**config.mk**
```make
export PLATFORM = sky130hd
export DESIGN_NAME = fetch_pc_unit
export DESIGN_NICKNAME = d
export VERILOG_FILES = /design/src/rtl/fetch_pc_unit_pkg.sv /design/src/rtl/fetch_pc_unit_skid_buf.sv /design/src/rtl/fetch_pc_unit.sv
export SDC_FILE = /design/constraint.sdc
export NUM_CORES = 1
export LEC_CHECK = 0
export ABC_CLOCK_PERIOD_IN_PS = 18500
export BUFFER_PORTS_ARGS = -buffer_cell sky130_fd_sc_hd__buf_2
export CAP_MARGIN = 10
export CORE_MARGIN = 3
export CORE_UTILIZATION = 60
export CTS_CLUSTER_DIAMETER = 40
export DETAILED_ROUTE_END_ITERATION = 6
export PLACE_DENSITY_LB_ADDON = 0.2
export SYNTH_ARGS = -nofsm -noshare
export SYNTH_HDL_FRONTEND = slang
export SYNTH_SLANG_ARGS = --single-unit
```
**constraint.sdc**
```tcl
create_clock -name i_clk -period 18.5 [get_ports i_clk]
set_input_delay 0.925 -clock i_clk [delete_from_list [all_inputs] [get_ports i_clk]]
set_output_delay 0.925 -clock i_clk [all_outputs]
set_load 0.05 [all_outputs]
```
**src/rtl/fetch_pc_unit_pkg.sv**
```systemverilog
// Shared types and constants for the SOIN-RV instruction-fetch stage.
package soin_fetch_pkg;

    typedef enum logic [1:0] {
        IDLE = 2'd0,
        REQ  = 2'd1,
        WAIT = 2'd2,
        HOLD = 2'd3
    } fetch_state_t;

    localparam logic [31:0] NOP_INSTR = 32'h0000_0013;
    localparam int unsigned PC_STEP   = 4;

endpackage

```
**src/rtl/fetch_pc_unit_skid_buf.sv**
```systemverilog
// One-entry {instr, pc} parking register for a response that arrives while decode holds the output.
module fetch_skid_buf
    import soin_fetch_pkg::*;
#(
    parameter int unsigned XLEN = 32
)(
    input  logic            i_clk,
    input  logic            i_rst,
    input  logic            i_load,
    input  logic            i_drain,
    input  logic            i_clear,
    input  logic [31:0]     i_instr,
    input  logic [XLEN-1:0] i_pc,
    output logic [31:0]     o_instr,
    output logic [XLEN-1:0] o_pc,
    output logic            o_full
);

    logic [31:0]     r_instr;
    logic [XLEN-1:0] r_pc;
    logic            r_full;

    // Clear wins over load so a redirect always empties the entry.
    always_ff @(posedge i_clk or posedge i_rst) begin
        if (i_rst) begin
            r_instr <= NOP_INSTR;
            r_pc    <= '0;
            r_full  <= 1'b0;
        end else if (i_clear) begin
            r_full  <= 1'b0;
        end else if (i_load) begin
            r_instr <= i_instr;
            r_pc    <= i_pc;
            r_full  <= 1'b1;
        end else if (i_drain) begin
            r_full  <= 1'b0;
        end
    end

    assign o_instr = r_instr;
    assign o_pc    = r_pc;
    assign o_full  = r_full;

endmodule

```
**src/rtl/fetch_pc_unit.sv**
```systemverilog
// SOIN-RV fetch stage: PC register, single-outstanding imem port, valid/stall output to decode.
// Optional build macro FETCH_MISALIGN_CHECK_EN traps misaligned redirect targets.
//   state | meaning
//   IDLE  | after reset (or trapped on a bad target); no request
//   REQ   | request pc_q, waiting for gnt
//   WAIT  | one request outstanding, waiting for rvalid
//   HOLD  | response parked in skid while decode stalls
module fetch_pc_unit
    import soin_fetch_pkg::*;
#(
    parameter int unsigned     XLEN         = 32,
    parameter logic [XLEN-1:0] RESET_VECTOR = {XLEN{1'b0}}
)(
    input  logic            i_clk,
    input  logic            i_rst,
    input  logic            i_B_J_result,
    input  logic [XLEN-1:0] i_target,
    input  logic            i_stall,
    output logic            o_imem_req,
    output logic [XLEN-1:0] o_imem_addr,
    input  logic            i_imem_gnt,
    input  logic            i_imem_rvalid,
    input  logic [31:0]     i_imem_rdata,
    output logic [31:0]     o_instr,
    output logic [XLEN-1:0] o_pc,
    output logic [XLEN-1:0] o_pc4,
    output logic            o_valid,
`ifdef FETCH_MISALIGN_CHECK_EN
    output logic            o_misaligned,
    output logic [XLEN-1:0] o_bad_addr,
`endif
    output logic            o_flush
);

    localparam logic [XLEN-1:0] STEP = XLEN'(PC_STEP);

    fetch_state_t    r_state;
    fetch_state_t    w_state_nxt;
    logic [XLEN-1:0] r_pc_q;
    logic [XLEN-1:0] r_fetch_pc;
    logic            r_discard_q;
    logic [31:0]     r_instr;
    logic [XLEN-1:0] r_pc;
    logic [XLEN-1:0] r_pc4;
    logic            r_valid;
    logic            r_flush;

    logic [XLEN-1:0] w_target;
    logic            w_pc_load;
    logic            w_out_held;
    logic            w_rsp_keep;
    logic            w_outstanding;
    logic            w_skid_load;
    logic            w_skid_drain;
    logic            w_skid_full;
    logic [31:0]     w_skid_instr;
    logic [XLEN-1:0] w_skid_pc;

`ifdef FETCH_MISALIGN_CHECK_EN
    logic            w_misalign;
    logic            r_halt;
    logic            r_misaligned;
    logic [XLEN-1:0] r_bad_addr;

    assign w_misalign = i_B_J_result && (i_target[1:0] != 2'b00);
    assign w_pc_load  = i_B_J_result && !w_misalign;
    assign w_target   = i_target;
`else
    assign w_pc_load  = i_B_J_result;
    assign w_target   = i_target & {{(XLEN-2){1'b1}}, 2'b00};
`endif

    assign w_out_held    = r_valid && i_stall;
    assign w_rsp_keep    = (r_state == WAIT) && i_imem_rvalid && !r_discard_q && !i_B_J_result;
    // A request granted in the same cycle as a redirect is still in flight and must be dropped.
    assign w_outstanding = ((r_state == REQ) && i_imem_gnt) ||
                           ((r_state == WAIT) && !i_imem_rvalid);
    assign w_skid_load   = w_rsp_keep && w_out_held;
    assign w_skid_drain  = !i_B_J_result && !w_out_held && w_skid_full;

    always_comb begin
        w_state_nxt = r_state;
        case (r_state)
            IDLE: w_state_nxt = REQ;
            REQ:  if (i_imem_gnt) w_state_nxt = WAIT;
            WAIT: if (i_imem_rvalid) w_state_nxt = w_skid_load ? HOLD : REQ;
            HOLD: if (!i_stall || i_B_J_result) w_state_nxt = REQ;
            default: w_state_nxt = IDLE;
        endcase
`ifdef FETCH_MISALIGN_CHECK_EN
        if (r_halt || w_misalign) w_state_nxt = IDLE;
`endif
    end

    always_ff @(posedge i_clk or posedge i_rst) begin
        if (i_rst) begin
            r_state     <= IDLE;
            r_pc_q      <= RESET_VECTOR;
            r_fetch_pc  <= RESET_VECTOR;
            r_discard_q <= 1'b0;
        end else begin
            r_state <= w_state_nxt;
            if (w_pc_load) begin
                r_pc_q <= w_target;
            end else if ((r_state == REQ) && i_imem_gnt) begin
                r_pc_q <= r_pc_q + STEP;
            end
            if ((r_state == REQ) && i_imem_gnt) begin
                r_fetch_pc <= r_pc_q;
            end
            if (i_B_J_result && w_outstanding) begin
                r_discard_q <= 1'b1;
            end else if ((r_state == WAIT) && i_imem_rvalid) begin
                r_discard_q <= 1'b0;
            end
        end
    end

    // Decode-facing register: a redirect kills it, a stall freezes it.
    always_ff @(posedge i_clk or posedge i_rst) begin
        if (i_rst) begin
            r_instr <= NOP_INSTR;
            r_pc    <= RESET_VECTOR;
            r_pc4   <= RESET_VECTOR + STEP;
            r_valid <= 1'b0;
            r_flush <= 1'b0;
        end else begin
            r_flush <= i_B_J_result;
            if (i_B_J_result) begin
                r_valid <= 1'b0;
            end else if (!w_out_held) begin
                if (w_rsp_keep) begin
                    r_instr <= i_imem_rdata;
                    r_pc    <= r_fetch_pc;
                    r_pc4   <= r_fetch_pc + STEP;
                    r_valid <= 1'b1;
                end else if (w_skid_full) begin
                    r_instr <= w_skid_instr;
                    r_pc    <= w_skid_pc;
                    r_pc4   <= w_skid_pc + STEP;
                    r_valid <= 1'b1;
                end else begin
                    r_valid <= 1'b0;
                end
            end
        end
    end

`ifdef FETCH_MISALIGN_CHECK_EN
    always_ff @(posedge i_clk or posedge i_rst) begin
        if (i_rst) begin
            r_halt       <= 1'b0;
            r_misaligned <= 1'b0;
            r_bad_addr   <= '0;
        end else begin
            r_misaligned <= w_misalign;
            if (w_misalign) begin
                r_halt     <= 1'b1;
                r_bad_addr <= i_target;
            end else if (i_B_J_result) begin
                r_bad_addr <= '0;
            end
        end
    end

    assign o_misaligned = r_misaligned;
    assign o_bad_addr   = r_bad_addr;
`endif

    fetch_skid_buf #(
        .XLEN (XLEN)
    ) u_skid (
        .i_clk   (i_clk),
        .i_rst   (i_rst),
        .i_load  (w_skid_load),
        .i_drain (w_skid_drain),
        .i_clear (i_B_J_result),
        .i_instr (i_imem_rdata),
        .i_pc    (r_fetch_pc),
        .o_instr (w_skid_instr),
        .o_pc    (w_skid_pc),
        .o_full  (w_skid_full)
    );

    assign o_imem_req  = (r_state == REQ);
    assign o_imem_addr = r_pc_q;
    assign o_instr     = r_instr;
    assign o_pc        = r_pc;
    assign o_pc4       = r_pc4;
    assign o_valid     = r_valid;
    assign o_flush     = r_flush;

endmodule
```
== Yosys cells after proc, flatten, opt, wreduce, memory -nomap -nowiden ==
Cells that the tools add are included.

* Bits of input ports: 70
* Output and inout port bits: 131
* Word-level logic and storage cells: 71
* Register bits: 230

* Mux-type cells: 22
* Bitwise logic cells: 2
* Reduce and logical (&&, ||, !) cells: 25
* Equal/unequal tests: 7
* Add/subtract/negate cells: 3

{| class="wikitable"
|+ Operators with widths
! cell !! number
|-
| $mux 32 || 8
|-
| $add 32x3->32 const B || 3
|-
| $logic_and 1x1->1 || 10
|-
| $mux 1 || 9
|-
| $mux 2 || 4
|-
| $pmux 2 s4 || 1
|-
| $ne 2x2->1 const B || 3
|-
| $reduce_and 3->1 || 2
|-
| $reduce_bool 2->1 || 3
|-
| $logic_not 1->1 || 5
|-
| $eq 2x2->1 const B || 2
|-
| $reduce_bool 3->1 || 1
|-
| $eq 2x1->1 const B || 1
|-
| $logic_not 2->1 || 1
|-
| $logic_or 1x1->1 || 2
|-
| $ne 2x1->1 const B || 1
|-
| $not 1->1 || 2
|-
| $reduce_and 2->1 || 1
|}

== Logic depth before layout (Yosys ltp) ==
Gate-level depths: netlist (run 1).

* Word-level depth: 8
* Mapped depth: 14
* Gate-level depth less buffers: 9

== Modules after synthesis ==
A second synthesis (run 1) with hierarchy kept.

* Cell total of the unflattened synthesis: 1037
* Area total of the unflattened synthesis: 11088.1 sq um

{| class="wikitable"
|+ Modules (own cells, without submodules)
! module !! area each (sq um) !! times used !! cells each
|-
| fetch_pc_unit || 8339.2 || 1 || 896
|-
| fetch_skid_buf || 2748.9 || 1 || 141
|}

== Worst setup path after synthesis (run 1) ==
OpenSTA, ideal clock, no wires.

* Path kind: input port to flip-flop
* From: input i_B_J_result
* To: register r_pc4[24] (netlist: o_pc4[24])
* Required time: 18405 ps
* Arrival: 3251 ps
* Setup slack: 15153 ps
* Stages: 13
* Cells stage by stage: buf_6 > nor4bb_1 > buf_2 > buf_2 > buf_2 > nand2_1 > nand2_1 > ha_1 > clkbuf_1 > o211ai_2 > buf_6 > o31a_1 > o31ai_1

* Cells in the longest elaborated chain, start to end: 4
* Elaborated cells on any way between the ends: 6

{| class="wikitable"
|+ Ends and longest elaborated chain
! item !! RTL line !! text
|-
| start, declared || fetch_pc_unit.sv:16 || <nowiki>input logic i_B_J_result,</nowiki>
|-
| $logic_not 1->1 || fetch_pc_unit.sv:74 || <nowiki>assign w_rsp_keep = (r_state == WAIT) && i_imem_rvalid && !r_discard_q && !i_B_J_result;</nowiki>
|-
| $logic_and 1x1->1 || fetch_pc_unit.sv:74 ||
|-
| $reduce_bool 2->1 (no line) || - ||
|-
| $reduce_and 3->1 (no line) || - ||
|-
| end signal, assigned || fetch_pc_unit.sv:124 || <nowiki>r_pc4 <= RESET_VECTOR + STEP;</nowiki>
|-
| end signal, assigned || fetch_pc_unit.sv:135 || <nowiki>r_pc4 <= r_fetch_pc + STEP;</nowiki>
|-
| end signal, assigned || fetch_pc_unit.sv:140 || <nowiki>r_pc4 <= w_skid_pc + STEP;</nowiki>
|-
| end, declared || fetch_pc_unit.sv:44 || <nowiki>logic [XLEN-1:0] r_pc4;</nowiki>
|}

Parallel ways exist; a longest one is shown, timed or not.
A chain may end at the register's enable or synchronous reset.

== Worst setup path in the final report (run 1) ==
* From: input i_B_J_result
* To: register r_pc4[27] (netlist: o_pc4[27])

Same word-level chain as after synthesis.

==> results.cfg, run 1 <==
[cells_and_area]
postLayoutCellArea_sq_um = 12600
layout_common_cells = nand2_1 (271), dfrtp_1 (213), buf_2 (192), o21ai_0 (61), nor2_1 (61)
area_growth_pct = 21.4
diodes = 0
nets = 1307
layout_commonest_cell = nand2_1
drive_gt1_share_pct = 26.5
final_cells = 1478

[synth]
ys_types = 57
syn-instance-count = 1056
synth_flop_cell = dfrtp_1
syn-cell-area_sq_um = 10400
ys_ff_latch = 220
seq_area_frac_synth_pct = 53.0
avgSynthCellArea_sq_um = 9.86
ys_async_sr_fraction_pct = 100
yosys_warnings = 0
synth_edf_count = 0

[pwr]
leakage_nw = 6.14
cellPowerDensity_nw_per_um2 = 132
power_frac_seq_pct = 38.5
internal-power_mw = 1.07
switchingPower_mw = 0.605
swShare_pct = 36.2
p_comb_share_pct = 22.5
p_clk_share_pct = 39.0
vdd_ir_drop_max_v = 0.000116
finalPower_mw = 1.67

[cts]
clkLatencyLatePin_ns = 0.51
cts_buffers = 35
cts_num_sinks = 220
holdBufCountCts = 0
cts_resized = 0
path_clk_slew_ns = 0.06
clockBufferDepth = 3
htree_levels = 2
clock-root-buffer = clkbuf_16
post_cts_buffers = 0
cts_tree = done

[worst_setup_path]
startpoint_type = input pin
required_ns = 18.89
end_kind = flop
r2r-start = r_state[0]
crit_start = i_B_J_result
criticalPathCategory = in -> reg
worst_ep_arrival_time_ns = 4.33
worst-r2r-setup-slack_ns = 14.85
path_max_fanout = 108

[global_routing]
overflow = 0
grt_max_degree = 157
antenna_found_initial = 0
track_usage_pct = 27.1
grt_pass1_vias = 8202
grt_pass1_wl_mm = 41.4

[placed_design]
gp_congestion = 0.892
postPlaceCellArea_sq_um = 11400
dp.cells = 1414
hpwl_mm = 16.4
portBuffers = 192

[route]
avgRoutedWirePerCell_um = 17.4
first_pass_iters = 5
via_per_inst = 5.82
drt_wl_total_mm = 25.8
drc = 0
route.vias.total = 8609
drt_iter0_drc = 516
postRouteAntennaNets = 0

[die]
start_util_pct = 62.1
die_h_um = 138
num_rows = 47
dieArea_sq_um = 19000
io_pins = 201
core_sq_um = 16800
die_x_um = 138

[timing]
drv_slew = 0
min_period_ns = 3.94
finalSetupViolations = 0
final.setup_skew_ns = 0.0143
fin_hold_ws_ns = 0.475
tns_ns = 0
rsz0062_at_grt = false
relSlewSlack_pct = 30.4
fin_crit_sh_pct = 21.3
finalHoldViolations = 0
max_freq_ghz = 0.254
tightest_slew_ns = 1.04

[run_status]
status = complete, no violations

[job]
cap_violations = 0

[min_path]
hold_path.class = reg -> reg
hold_start = o_pc4[19]
-- synthesized netlist by cell type, drive strengths merged, types with 2 or more instances --
cell type | n | area share [%]
a21o | 7 | 0.50
a21oi | 10 | 0.48
a221o | 3 | 0.29
a22o | 2 | 0.17
a22oi | 2 | 0.14
a31oi | 37 | 2.2
a41oi | 3 | 0.25
and2 | 7 | 0.42
and3 | 6 | 0.36
and4 | 5 | 0.42
buf | 41 | 2.2
clkbuf | 26 | 0.94
dfrtp | 213 | 51
dfstp | 7 | 1.8
ha | 6 | 0.72
inv | 10 | 0.36
mux2 | 63 | 6.8
mux2i | 31 | 3.0
nand2 | 271 | 9.8
nand2b | 2 | 0.12
nand3 | 28 | 1.3
nand4 | 18 | 1.1
nor2 | 62 | 2.2
nor3 | 19 | 1.1
nor4 | 22 | 1.6
o2111ai | 3 | 0.25
o211ai | 2 | 0.19
o21a | 5 | 0.36
o21ai | 69 | 3.3
o22ai | 3 | 0.31
o311ai | 3 | 0.25
o31a | 5 | 0.42
o31ai | 10 | 0.72
or3 | 4 | 0.24
xnor2 | 25 | 2.1
xor2 | 17 | 1.4
-- power groups by stage --
stage | registers (mW) | clock network, mW | logic (mW)
floorplan | 0.782 | 0 | 0.133
global placement | 0.646 | 0 | 0.367
detailed placement | 0.649 | 0 | 0.376
CTS | 0.643 | 0.660 | 0.380
global route | 0.656 | 0.681 | 0.407
finish | 0.645 | 0.653 | 0.377
-- logic make-up after synthesis --
logic type	Yosys count	share of synthesized area, %
AND/OR/NAND/NOR	447	19.2
flip-flops	220	53.0
AO/OA/AOI/OAI	169	10.3
multiplexers	94	9.83
buffers and inverters	77	3.47
XOR/XNOR	42	3.53
adder cells (fa/ha/maj)	6	0.721
other	1	0.0360
-- sequential cells by signal, summed over array words and instances, names as in the netlist --
signal and flops:
r_state 2, r_discard_q 1, u_skid.o_pc 30, o_imem_addr 30, u_skid.o_instr 32, o_flush 1
u_skid.o_full 1, r_fetch_pc 30, o_instr 32, o_pc 30, o_valid 1, o_pc4 30
-- worst paths after layout --
kind                              endpoint  depth (start not counted)
min in group asynchronous      o_instr[22]                          2
setup reg to reg                 o_pc4[31]                          9
setup / recovery                 o_pc4[27]                          8
hold / removal                   o_pc4[19]                          2
hold reg to reg                  o_pc4[19]                          2
max in group asynchronous  o_imem_addr[11]                          3
-- per-stage QoR --
step	setup WS (ns)	utilization (%)
3_3_place_gp	14.14	68.3
6_report	14.56	75.4
3_5_place_dp	14.09	68.3
5_1_grt	14.28	75.4
2_1_floorplan	11.57	-
4_1_cts	14.61	75.4
-- final cells by class --
type                            instances  area, sq um
Sequential cell                       220         5510
Multi-Input combinational cell        764         4590
Fill cell                            1201         4120
Timing Repair Buffer                  200         1020
Clock buffer                           43          978
Tap cell                              220          275
Clock inverter                         21          216
Inverter                               10         45.0
-- layer usage --
layer	global-route usage [%]	vias to the layer above	wire length [um]
met3	5.55	36	1980
li1	-	4032	-
met4	6.92	0	371
met5	0	-	0
met2	41.4	333	11800
met1	40.1	4208	11600
-- critical path: stages --
cell and delay [ns]:
buf_2 0.07, buf_4 0.45, nand4bb_4 0.43, buf_4 0.77, a21o_2 0.23, buf_4 0.71
nor2_1 0.26, a221o_1 0.38
Power figures use the tool's default switching activity.
==> inputs of run 2 (changes only) <==
Settings changed: ABC_CLOCK_PERIOD_IN_PS 18500 to 3600, CORE_UTILIZATION 60 to 50.
Clock period 18.5 ns to 3.6 ns, I/O delays scaled along.
==> run 2 against run 1 <==
Net effect: first-iteration DRC count rose by 16%; combinational power rose to 5.3 times the previous value; global-route usage fell by 3.7 points; register-to-register slack got worse by 14 ns; flip-flop and latch count did not move; via count fell by 0.46%; final area rose by 6.3%; power rose to 5.2 times the previous value; highest routed layer is now met5; die area rose by 19%; sequential share of layout area fell by 2.6 points.
==> results.cfg, run 2 (synthesized netlist as in run 1, its figures left out) <==
[route]
drt_iter0_drc = 599
dr_wl_met3_mm = 1.64
via_per_inst = 5.36
avgRoutedWirePerCell_um = 16.5
drc = 0
met2_length_mm = 11.8
top_layer = met5
wl_met1_mm = 12.7
route.vias.total = 8569
first_pass_iters = 5
postRouteAntennaNets = 0
drt_wl_total_mm = 26.4

[die]
core_sq_um = 20400
num_rows = 52
io_pins = 201
dieArea_sq_um = 22600
die_x_um = 150
start_util_pct = 51.1
die_h_um = 150

[placed_design]
postPlaceCellArea_sq_um = 11600
hpwl_mm = 17.4
gp_congestion = 0.920
portBuffers = 192
place_ws_ns = 0.581

[cts]
clock-root-buffer = clkbuf_16
cts_buffers = 35
holdBufCountCts = 63
post_cts_buffers = 0
cts_num_sinks = 220
clkLatencyLatePin_ns = 0.50
cts_tree = done
htree_levels = 2
clockBufferDepth = 3
cts_resized = 0
path_clk_slew_ns = 0.06

[global_routing]
antenna_found_initial = 1
grt_pass1_vias = 8062
grt_pass1_wl_mm = 42.7
overflow = 0
grt_max_degree = 133
track_usage_pct = 23.4

[cells_and_area]
layout_commonest_cell = nand2_1
regArea_sq_um = 5510
layout_common_cells = nand2_1 (271), dfrtp_1 (213), buf_2 (192), dlygate4sd3_1 (63)
nets = 1380
area_growth_pct = 29.1
n_fill_cell = 1671
drive_gt1_share_pct = 25.9
postLayoutCellArea_sq_um = 13400
diodes = 0
multi_input_area_sq_um = 4590

[worst_setup_path]
rr_endpoint = o_pc4[26]
r2r-start = r_state[0]
crit_end = o_pc4[26]
r2r_cells = 9
required_ns = 4.01
crit_start = r_state[0]
worst-r2r-setup-slack_ns = 0.57
crit_chain = inv_1, ha_1, nor4bb_4, mux2i_1, inv_1, ha_1, o211ai_2, o31a_1, o31ai_1
worst_ep_arrival_time_ns = 3.44
end_kind = flop
critPathMaxStageDelay_ns = 0.57
criticalPathCategory = reg -> reg
startpoint_type = flop
cp_slowest_cell = nor4bb_4
path_max_fanout = 12

[pwr]
finalPower_mw = 8.64
cellPowerDensity_nw_per_um2 = 643
vdd_ir_drop_max_v = 0.000396
swShare_pct = 35.9
switchingPower_mw = 3.11
power_frac_seq_pct = 38.4
p_comb_share_pct = 22.9
leakage_nw = 6.47
p_clk_share_pct = 38.7
internal-power_mw = 5.53

[timing]
final.setup_skew_ns = 0.0253
fin_hold_ws_ns = 0.0400
relSlewSlack_pct = 35.1
finalWorstSetupSlack_ns = 0.570
finalHoldViolations = 0
max_freq_ghz = 0.330
rsz0062_at_grt = false
min_period_ns = 3.03
fin_crit_sh_pct = 84.2
finalSetupViolations = 0
tns_ns = 0
drv_slew = 0
tightest_slew_ns = 0.973

[run_status]
status = complete, no violations

[job]
cap_violations = 0

[min_path]
hold_path.class = in -> reg
## run 2: area by class of cell
class,instances,area share (%)
clock buffer,44,7.53
tap,270,2.51
clock inverter,19,1.42
sequential,220,41.0
inverter,10,0.307
timing repair buffer,273,13.0
multi-input combinational,764,34.2
## run 2: critical path: cells and delay by family (launching register included)
kind	cells	cell delay, ns
simple gates	1	0.57
flops	1	0.42
buf+inv	2	0.16
mux	1	0.22
compound gates	3	0.92
fa+ha+maj	2	0.66
## run 2: power groups by stage
| stage | logic (mW) | clock network, mW | registers, mW |
|---|---|---|---|
| after CTS | 1.99 | 3.41 | 3.30 |
| after detailed placement | 1.93 | 0 | 3.34 |
| after global routing | 2.14 | 3.53 | 3.38 |
| after floorplan | 0.684 | 0 | 4.02 |
| after global placement | 1.91 | 0 | 3.33 |
| final | 1.98 | 3.34 | 3.32 |
## run 2: worst min-delay path by stage
stage,startpoint,to,slack (ns),cells after the start
5_1_grt,i_stall,u_skid.o_full,0.04,3
4_1_cts,i_stall,u_skid.o_full,0.02,3
6_report,i_stall,u_skid.o_full,0.04,3
3_5_place_dp,i_rst,o_pc4[17],0.17,2
3_3_place_gp,i_rst,o_pc4[17],0.16,2
2_1_floorplan,i_B_J_result,o_flush,0.21,0
## run 2: layer usage
layer,vias to the layer above,global-route usage (%)
met2,251,34.2
met5,-,0
li1,4168,-
met3,31,4.43
met4,2,5.31
met1,4117,36.2
## run 2: stage by stage
| stage | instances | utilization, % |
|---|---|---|
| 6_report | 1600 | 66.0 |
| 5_1_grt | 1600 | 66.0 |
| 4_1_cts | 1600 | 66.0 |
| 3_5_place_dp | 1474 | 57.0 |
| 3_3_place_gp | 1474 | 57.0 |
| 2_1_floorplan | 1061 | - |
==> inputs of run 3 (changes only) <==
Settings changed: ABC_AREA set to 1, ABC_CLOCK_PERIOD_IN_PS 3600 to 2650.
Clock period 3.6 ns to 2.65 ns, I/O delays scaled along.
==> run 3 against run 2 <==
Net effect: critical endpoint is now o_pc4[24]; flip-flop and latch count is the same; critical path depth grew 6; sequential share of layout area is 0.85 points lower; fmax up 25%; global-route usage grew 0.75 points.
==> results.cfg, run 3 <==
[run_status]
status = complete, no violations

[timing]
final.setup_skew_ns = 0.0120
fin_hold_ws_ns = 0.0112
min_period_ns = 2.43
finalSetupViolations = 0
rsz0062_at_grt = false
finalHoldViolations = 0
tightest_slew_ns = 0.811
tns_ns = 0
max_freq_ghz = 0.411
relSlewSlack_pct = 45.9
fin_crit_sh_pct = 91.8
drv_slew = 0

[cells_and_area]
postLayoutCellArea_sq_um = 13700
area_growth_pct = 29.1
n_fill_cell = 1708
layout_common_cells = nand2_1 (419), dfrtp_1 (213), buf_2 (192), o21ai_0 (114), nor2_1 (99)
layout_commonest_cell = nand2_1
drive_gt1_share_pct = 23.1
nets = 1611
diodes = 0
final_util_pct = 66.7

[worst_setup_path]
crit_family = simple AND/OR/NAND/NOR gates
path_max_fanout = 11
critPathMaxStageDelay_ns = 0.40
end_kind = flop
cp_slowest_cell = dfrtp_1
startpoint_type = flop
required_ns = 3.08
criticalPathCategory = reg -> reg
crit_chain = inv_1, ha_1, nand2_2, nor2_4, buf_12, nand3_4, nand2_2, ha_2, nand3_2, inv_2, nand2_1, nor2_4, nand3_1, nand3_1, nand2_1
worst_ep_arrival_time_ns = 2.87
worst-path-buf-inv = 3

[synth]
syn-cell-area_sq_um = 10600
synth_area_leaders = dfrtp_1 (50%), nand2_1 (15%), o21ai_0 (5.4%), nor2_1 (3.5%), nand3_1 (3.1%)
ys_async_sr_fraction_pct = 100
ys_ff_latch = 220
ys_types = 46
yosys.area.top_type = dfrtp_1
yosysMostFrequentCell = nand2_1
yosys.area.top_type_share_pct = 50.2
synth_common_cells = nand2_1 (422), dfrtp_1 (213), o21ai_0 (114), nor2_1 (100), inv_1 (73)
avgSynthCellArea_sq_um = 8.32
seq_area_frac_synth_pct = 51.9
yosys_warnings = 0
synth_flop_cell = dfrtp_1
synth_edf_count = 0
syn-instance-count = 1278

[route]
postRouteAntennaNets = 0
first_pass_iters = 5
avgRoutedWirePerCell_um = 15.4
route.vias.total = 9439
drt_wl_total_mm = 28.3
drc = 0
via_per_inst = 5.16
drt_iter0_drc = 636

[global_routing]
grt_pass1_wl_mm = 45.1
antenna_found_initial = 0
track_usage_pct = 24.1
overflow = 0
grt_max_degree = 143
grt_pass1_vias = 8978

[min_path]
hold_path.class = in -> reg

[placed_design]
gp_congestion = 0.859
portBuffers = 192
postPlaceCellArea_sq_um = 11800
hpwl_mm = 18.6

[pwr]
cellPowerDensity_nw_per_um2 = 953
leakage_nw = 6.54
vdd_ir_drop_max_v = 0.000797

[cts]
path_clk_slew_ns = 0.05
clockBufferDepth = 3
cts_buffers = 31
cts_tree = done
clock-root-buffer = clkbuf_16
clkLatencyLatePin_ns = 0.55
cts_num_sinks = 220
htree_levels = 1

[die]
core_sq_um = 20600
num_rows = 52
io_pins = 201
start_util_pct = 51.7
dieArea_sq_um = 23000
die_h_um = 152
die_x_um = 152

[job]
cap_violations = 0
run 3: power breakdown:
group	switching (mW)	total, mW	internal, mW
Clock	1.57	4.48	2.91
Combinational	2.92	3.91	0.990
Sequential	0.590	4.69	4.10
run 3: worst register-to-register path, stage by stage (launching register included):
cell	delay (ns)
dfrtp_1	0.40
inv_1	0.07
ha_1	0.19
nand2_2	0.11
nor2_4	0.24
buf_12	0.18
nand3_4	0.08
nand2_2	0.13
ha_2	0.21
nand3_2	0.09
inv_2	0.10
nand2_1	0.12
nor2_4	0.16
nand3_1	0.10
nand3_1	0.09
nand2_1	0.06
run 3: logic make-up (layout without fill, tap and decap cells):
kind of cell | count (synthesis) | count (layout) | share of synthesized area, %
compound gates | 200 | 200 | 10.7
other cells | 1 | 6 | 0.0353
buf+inv | 145 | 422 | 6.11
fa+ha+maj | 6 | 6 | 0.706
xor+xnor | 25 | 25 | 2.06
flops | 220 | 220 | 51.9
simple gates | 681 | 681 | 28.5
run 3: routing by layer:
metal / vias to the layer above / wire, um / track usage [%]
met5: - / 0 / 0
met4: 0 / 497 / 7.19
met3: 41 / 1830 / 4.05
met2: 309 / 12800 / 36.8
met1: 4415 / 13100 / 35.7
li1: 4674 / - / -
run 3: cell type report:
type | count | area [sq um] | share of cell area [%]
clock buffers | 36 | 815 | 5.94
multi-input cells | 918 | 4510 | 32.9
inverters | 79 | 305 | 2.22
well taps | 270 | 338 | 2.46
clock inverters | 22 | 332 | 2.42
repair buffers | 285 | 1910 | 13.9
flip-flops and latches | 220 | 5510 | 40.2
run 3: path summary, 6_finish.rpt:
kind | startpoint | cells past startpoint | endpoint | slack, ns
hold / removal | i_B_J_result | 2 | o_valid | 0.01
min in group asynchronous | i_rst | 4 | o_pc[2] | 0.28
max in group asynchronous | i_rst | 4 | o_pc[18] | 1.65
setup reg to reg | r_state[0] | 15 | o_pc4[24] | 0.22
setup / recovery | r_state[0] | 15 | o_pc4[24] | 0.22
hold reg to reg | o_pc[5] | 2 | o_pc[5] | 0.47
run 3: per-stage QoR:
step	setup slack (ns)	power, mW	instances
global placement	0.265	8.45	1701
CTS	0.190	13.1	1822
finish	0.218	13.1	1830
detailed placement	0.194	8.54	1701
global route	0.00968	13.7	1830
floorplan	-0.345	7.51	1283
run 3: repair_timing:
action,in CTS,in global routing
endpoints found under the hold margin,307,0
hold buffers,63,0
setup buffers,0,7
endpoints found under the setup margin,0,10
gates resized for setup,0,6
